[src/rtl/prim_clkgate_pkg.sv]
// Shared types and sizing helpers for the MAC clock-gate enable sequencer.
package prim_clkgate_pkg;

    typedef enum logic [1:0] {CgOff, CgWake, CgOn, CgHold} cg_state_e;

    // Wait counter must hold the larger of the two load values.
    function automatic int unsigned wait_cnt_w(input int unsigned wake, input int unsigned hold);
        int unsigned m;
        m = (wake > hold) ? wake : hold;
        return (m < 1) ? 1 : $clog2(m + 1);
    endfunction

    localparam int unsigned DefaultWaitCntW = wait_cnt_w(2, 4);

endpackage

[src/rtl/prim_clock_gate_ctrl_if.sv]
// Core-side request/enable bundle of the clock-gate enable sequencer.
interface prim_clock_gate_ctrl_if #(
    parameter int unsigned StatW = 32
);
    logic             req_i;
    logic             busy_i;
    logic             force_on_i;
    logic             stat_clr_i;
    logic             en_o;
    logic             gnt_o;
    logic             idle_o;
    logic [StatW-1:0] stat_cnt_o;

    modport master (
        output req_i, busy_i, force_on_i, stat_clr_i,
        input  en_o, gnt_o, idle_o, stat_cnt_o
    );

    modport slave (
        input  req_i, busy_i, force_on_i, stat_clr_i,
        output en_o, gnt_o, idle_o, stat_cnt_o
    );
endinterface

[src/rtl/prim_sat_counter.sv]
// Saturating up-counter with synchronous clear; clear wins over increment.
module prim_sat_counter #(
    parameter int unsigned Width = 32
) (
    input  logic             clk_i,
    input  logic             rst_ni,
    input  logic             inc_i,
    input  logic             clr_i,
    output logic [Width-1:0] cnt_o
);
    logic [Width-1:0] cnt_q, cnt_d;

    always_comb begin
        cnt_d = cnt_q;
        if (clr_i) begin
            cnt_d = '0;
        end else if (inc_i && (cnt_q != '1)) begin
            cnt_d = cnt_q + Width'(1);
        end
    end

    always_ff @(posedge clk_i) begin
        if (!rst_ni) cnt_q <= '0;
        else         cnt_q <= cnt_d;
    end

    assign cnt_o = cnt_q;

endmodule

[src/rtl/prim_clock_gate_ctrl.sv]
// Enable sequencer for the MAC clock-gate cell: wake delay before grant,
// idle hysteresis before gating off, and enabled-cycle statistics.
module prim_clock_gate_ctrl
    import prim_clkgate_pkg::*;
#(
    parameter int unsigned WakeCycles     = 2,
    parameter int unsigned IdleHoldCycles = 4,
    parameter int unsigned StatW          = 32
) (
    input  logic                   clk_i,
    input  logic                   rst_ni,
    prim_clock_gate_ctrl_if.slave  cg
);
    localparam int unsigned CntW     = wait_cnt_w(WakeCycles, IdleHoldCycles);
    localparam int unsigned WakeLoad = (WakeCycles > 0) ? WakeCycles - 1 : 0;
    localparam int unsigned HoldLoad = (IdleHoldCycles > 0) ? IdleHoldCycles - 1 : 0;

    cg_state_e       state_q, state_d;
    logic [CntW-1:0] cnt_q, cnt_d;
    logic            en_q, en_d;

    always_ff @(posedge clk_i) begin
        if (!rst_ni) begin
            state_q <= CgOff;
            cnt_q   <= '0;
            en_q    <= 1'b0;
        end else begin
            state_q <= state_d;
            cnt_q   <= cnt_d;
            en_q    <= en_d;
        end
    end

    always_comb begin
        state_d = state_q;
        cnt_d   = cnt_q;
        unique case (state_q)
            CgOff: begin
                if (cg.req_i) begin
                    state_d = CgWake;
                    cnt_d   = CntW'(WakeLoad);
                end
            end
            // A dropped request during wake still completes; ON then falls to HOLD.
            CgWake: begin
                if (cnt_q == '0) state_d = CgOn;
                else             cnt_d   = cnt_q - CntW'(1);
            end
            CgOn: begin
                if (!cg.req_i && !cg.busy_i) begin
                    if (IdleHoldCycles == 0) begin
                        state_d = CgOff;
                    end else begin
                        state_d = CgHold;
                        cnt_d   = CntW'(HoldLoad);
                    end
                end
            end
            CgHold: begin
                if (cg.req_i || cg.busy_i) state_d = CgOn;
                else if (cnt_q == '0)      state_d = CgOff;
                else                       cnt_d   = cnt_q - CntW'(1);
            end
            default: state_d = CgOff;
        endcase
        // Registered so the gate cell only ever sees a clean flop output.
        en_d = (state_d != CgOff) || cg.force_on_i;
    end

    always_comb begin
        cg.gnt_o  = (state_q == CgOn) && cg.req_i;
        cg.idle_o = (state_q == CgOff) && !cg.busy_i;
        cg.en_o   = en_q;
    end

    prim_sat_counter #(
        .Width (StatW)
    ) u_stat (
        .clk_i  (clk_i),
        .rst_ni (rst_ni),
        .inc_i  (en_q),
        .clr_i  (cg.stat_clr_i),
        .cnt_o  (cg.stat_cnt_o)
    );

endmodule

[src/flat_wrapper.sv]
// flat-port wrapper written by rule: the top's interface ports become plain ports
module prim_clock_gate_ctrl_flat import prim_clkgate_pkg::*;
#(
    parameter int unsigned WakeCycles     = 2,
    parameter int unsigned IdleHoldCycles = 4,
    parameter int unsigned StatW          = 32
)
  (clk_i, rst_ni, cg_req_i, cg_busy_i, cg_force_on_i, cg_stat_clr_i, cg_en_o, cg_gnt_o, cg_idle_o, cg_stat_cnt_o);
  prim_clock_gate_ctrl_if #(.StatW(StatW)) cg_i ();
  input  logic clk_i;
  input  logic rst_ni;
  input wire logic [$bits(cg_i.req_i)-1:0] cg_req_i;
  input wire logic [$bits(cg_i.busy_i)-1:0] cg_busy_i;
  input wire logic [$bits(cg_i.force_on_i)-1:0] cg_force_on_i;
  input wire logic [$bits(cg_i.stat_clr_i)-1:0] cg_stat_clr_i;
  output wire logic [$bits(cg_i.en_o)-1:0] cg_en_o;
  output wire logic [$bits(cg_i.gnt_o)-1:0] cg_gnt_o;
  output wire logic [$bits(cg_i.idle_o)-1:0] cg_idle_o;
  output wire logic [$bits(cg_i.stat_cnt_o)-1:0] cg_stat_cnt_o;
  assign cg_i.req_i = cg_req_i;
  assign cg_i.busy_i = cg_busy_i;
  assign cg_i.force_on_i = cg_force_on_i;
  assign cg_i.stat_clr_i = cg_stat_clr_i;
  assign cg_en_o = cg_i.en_o;
  assign cg_gnt_o = cg_i.gnt_o;
  assign cg_idle_o = cg_i.idle_o;
  assign cg_stat_cnt_o = cg_i.stat_cnt_o;
  prim_clock_gate_ctrl #(.WakeCycles(WakeCycles), .IdleHoldCycles(IdleHoldCycles), .StatW(StatW)) u_core (.clk_i(clk_i), .rst_ni(rst_ni), .cg(cg_i));
endmodule
[config.mk]
export PLATFORM = sky130hd
export DESIGN_NAME = prim_clock_gate_ctrl_flat
export DESIGN_NICKNAME = d
export VERILOG_FILES = /design/src/rtl/prim_clkgate_pkg.sv /design/src/rtl/prim_clock_gate_ctrl_if.sv /design/src/rtl/prim_sat_counter.sv /design/src/rtl/prim_clock_gate_ctrl.sv /design/src/flat_wrapper.sv
export SDC_FILE = /design/constraint.sdc
export NUM_CORES = 1
export LEC_CHECK = 0
export CORE_MARGIN = 5
export CORE_UTILIZATION = 30
export DETAILED_ROUTE_END_ITERATION = 7
export GPL_TIMING_DRIVEN = 0
export SLEW_MARGIN = 0
export SYNTH_ARGS = -nofsm -noshare
export SYNTH_HDL_FRONTEND = slang
export SYNTH_SLANG_ARGS = --single-unit
[constraint.sdc]
create_clock -name clk_i -period 3.4 [get_ports clk_i]
set_clock_uncertainty 0.15 [all_clocks]
set_input_delay 0.51 -clock clk_i [delete_from_list [all_inputs] [get_ports clk_i]]
set_output_delay 0.51 -clock clk_i [all_outputs]
set_load 0.02 [all_outputs]
==> impl_metrics.toml <==
[floorplan]
die_h_um = 92.5
die_x_um = 92.5
ios = 41
start_util_pct = 30.4
die_area_mm2 = 0.00856
rows = 30
coreArea_mm2 = 0.00672

[synthesis]
ys_seq_elements = 38
avgSynthCellArea_um2 = 8.66
yosysWarnings = 0
ys_types = 48
synth_cells = 236
syn-cell-area_mm2 = 0.00204
seq_area_frac_synth_pct = 37.2
synth_nets = 245

[setup_path]
r2r-start = "u_core.u_stat.cnt_o[18]"
cp_slowest_stage_delay_ns = 0.61
required_ns = 2.74
cpMaxStageDelayCell = "clkdlybuf4s50_1"
cp_common_cell = "clkdlybuf4s50_1"
crit_path_cell_trace = "clkdlybuf4s50_1, nand2_1, nor2_1, clkdlybuf4s50_1"
critPathLaunch = "cg_req_i"
worstSetupEndpointType = "output port"
cp.depth = 4
critPathTopFamily = "buffers and inverters"
cp-endpoint = "cg_gnt_o"
cp-start-kind = "primary input"
critPathMaxFanout = 5
worst_ep_arrival_time_ns = 1.81
rr_endpoint = "u_core.u_stat.cnt_o[25]"
critPathKind = "in -> out"
reg2reg_slack_ns = 1.02
r2r_cells = 7
worst-path-buf-inv = 2

[route]
via_per_inst = 5.25
routed_wl_um = 5050
drc_errors = 0
drtAntennaViolNets = 0
wl_per_cell_um = 13.9
dr.first_iter.drc_count = 87
num_vias = 1912
dr.pass1.iters = 4

[clock_tree]
numCtsBuffers = 5
cts_tree = "built"
cts_buffer_depth = 2
path_clk_slew_ns = 0.07
cts_setup_buffers = 0
htreeDepth = 2
clk_latency_ns = 0.29
cts_root_buffer = "clkbuf_8"
clock-sinks = 38
hold_buffers = 0
post_cts_resized = 0

[grt]
grt_pass1_vias = 1758
gr-usage-all-layers_pct = 12.2
grt_pass1_wl_um = 8540
antenna_found_initial = 0
grt_overflow_total = 0
grt_max_degree = 12

[timing]
fin_crit_ns = 2.47
relSlewSlack_pct = 44.9
finalSetupViolations = 0
hold_violations = 0
fin_setup_tns_ns = 0
rsz0062_at_grt = "no"
fin_crit_sh_pct = 72.6
timing_max_transition_violations_final = 0
fmax_ghz = 0.405
worst_slew_pin_slew_ns = 0.820

[placed_design]
io_buffers = 40
hpwl_um = 3720
gp_congestion = 0.795

[power]
vdd_drop_max_mv = 0.218
total_power_mw = 0.978
p_leak_nw = 0.793
powerDensity_mw_per_mm2 = 368

[cells_and_area]
area_growth_syn_to_layout_pct = 29.9
drive_gt1_share_pct = 12.3
nets = 292
n_antenna_cell = 0
postLayoutCoreUtil_pct = 39.5

[job]
drv_cap = 0

[min_path]
hold_start = "u_core.u_stat.cnt_o[1]"
holdCritPathClass = "reg -> reg"

[run_status]
status = "complete, no violations"
[cells by family (layout without fill, tap and decap cells)]
kind of cell / count (synthesis) / count (layout) / synth area share [%]
DFF: 38 / 38 / 37.2
buffers and inverters: 16 / 64 / 3.86
AOI/OAI and AO/OA: 53 / 53 / 18.4
and+or+nand+nor: 114 / 114 / 33.4
muxes: 2 / 2 / 0.980
adders and majority gates: 3 / 3 / 1.84
xor gates and xnor gates: 10 / 10 / 4.29
[synthesized netlist by cell type, drive strengths merged]
master,n,area (µm²)
o311ai,1,8.76
o21a,1,7.51
and4b,1,10.0
mux2i,2,20.0
buf,3,30.0
a21boi,1,7.51
nand3,9,45.0
and3,2,12.5
ha,3,37.5
nand2b,3,18.8
inv,8,30.0
a31o,1,8.76
o211ai,1,7.51
clkbuf,5,18.8
and4,2,17.5
dfxtp,38,761
or2,2,12.5
nor3,7,51.3
o31a,1,8.76
nor4b,1,15.0
nor2b,1,6.26
xnor2,8,70.1
and2,3,18.8
or4,10,78.8
o221a,1,11.3
a21oi,21,131
o21ai,17,88.8
nor2,20,75.1
nor4,8,62.6
xor2,2,17.5
o31ai,7,80.1
or3,15,96.3
nand3b,1,7.51
o2111ai,1,15.0
nand2,19,71.3
nand4,10,83.8
[final cells by class]
class / count / area [µm²]
well taps: 80 / 100
plain buffers: 8 / 48.8
fillers: 678 / 4070
repair buffers: 40 / 400
multi-input cells: 182 / 1200
clock buffers: 8 / 110
flip-flops and latches: 38 / 761
inverters: 8 / 30.0
[state kept, by name (all words and copies together), names as in the netlist]
| signal | count |
|---|---|
| u_core.cg.en_o | 1 |
| u_core.cnt_q | 3 |
| u_core.state_q | 2 |
| u_core.u_stat.cnt_o | 32 |
[how the worst min path moves through the flow]
stage,to,slack [ns],cells past startpoint
final,u_core.u_stat.cnt_o[1],0.36,2
after global routing,u_core.u_stat.cnt_o[29],0.40,2
after global placement,u_core.u_stat.cnt_o[1],0.33,2
after detailed placement,u_core.u_stat.cnt_o[1],0.35,2
after CTS,u_core.u_stat.cnt_o[16],0.36,2
after floorplan,u_core.cnt_q[0],0.38,1
[layout by cell type (no fill, tap or decap), types with 3 or more instances in the layout]
cell             synthesis  final
nor2_1                  20     20
or3_1                   13     13
clkbuf_8                 0      8
nand2b_1                 3      3
clkbuf_1                 5      5
a21oi_1                 14     14
xnor2_1                  8      8
o21ai_0                  9      9
nor4_1                   6      6
o31ai_1                  5      5
nor3_1                   5      5
and2_1                   3      3
ha_1                     3      3
nand4_1                  8      8
nand2_1                 19     19
inv_1                    8      8
a21oi_2                  7      7
clkdlybuf4s50_1          0     40
nand3_1                  9      9
or4_1                    9      9
dfxtp_1                 38     38
o21ai_1                  7      7
[worst register-to-register path, delay by kind of cell, from the launching register on]
family / cells / cell delay [ns]
compound gates: 2 / 0.35
flops: 1 / 0.48
simple gates: 3 / 0.90
buf+inv: 2 / 0.36
[per-layer routing]
| layer | vias to the layer above | GRT usage, % | part of all wire, % | routed length [µm] |
|---|---|---|---|---|
| li1 | 969 | - | - | - |
| met1 | 903 | 16.0 | 49 | 2480 |
| met2 | 31 | 19.0 | 45 | 2300 |
| met3 | 9 | 2.84 | 3.7 | 187 |
| met4 | 0 | 5.07 | 1.6 | 82 |
| met5 | - | 0 | 0 | 0 |
[metrics by stage]
step	cell area (µm²)	instances	hold WS [ns]	worst slack (ns)
5_1_grt	2650	364	0.399	0.824
3_3_place_gp	2540	356	0.335	0.634
6_report	2650	364	0.358	0.930
3_5_place_dp	2540	356	0.345	0.603
4_1_cts	2650	364	0.365	0.921
2_1_floorplan	2040	236	0.380	1.13
[power breakdown]
part | switching (mW) | internal [mW] | total (mW)
clock | 0.161 | 0.205 | 0.365
combinational | 0.0729 | 0.0587 | 0.132
sequential | 0.0168 | 0.464 | 0.481
No activity file was read; power rests on OpenSTA's default activity.
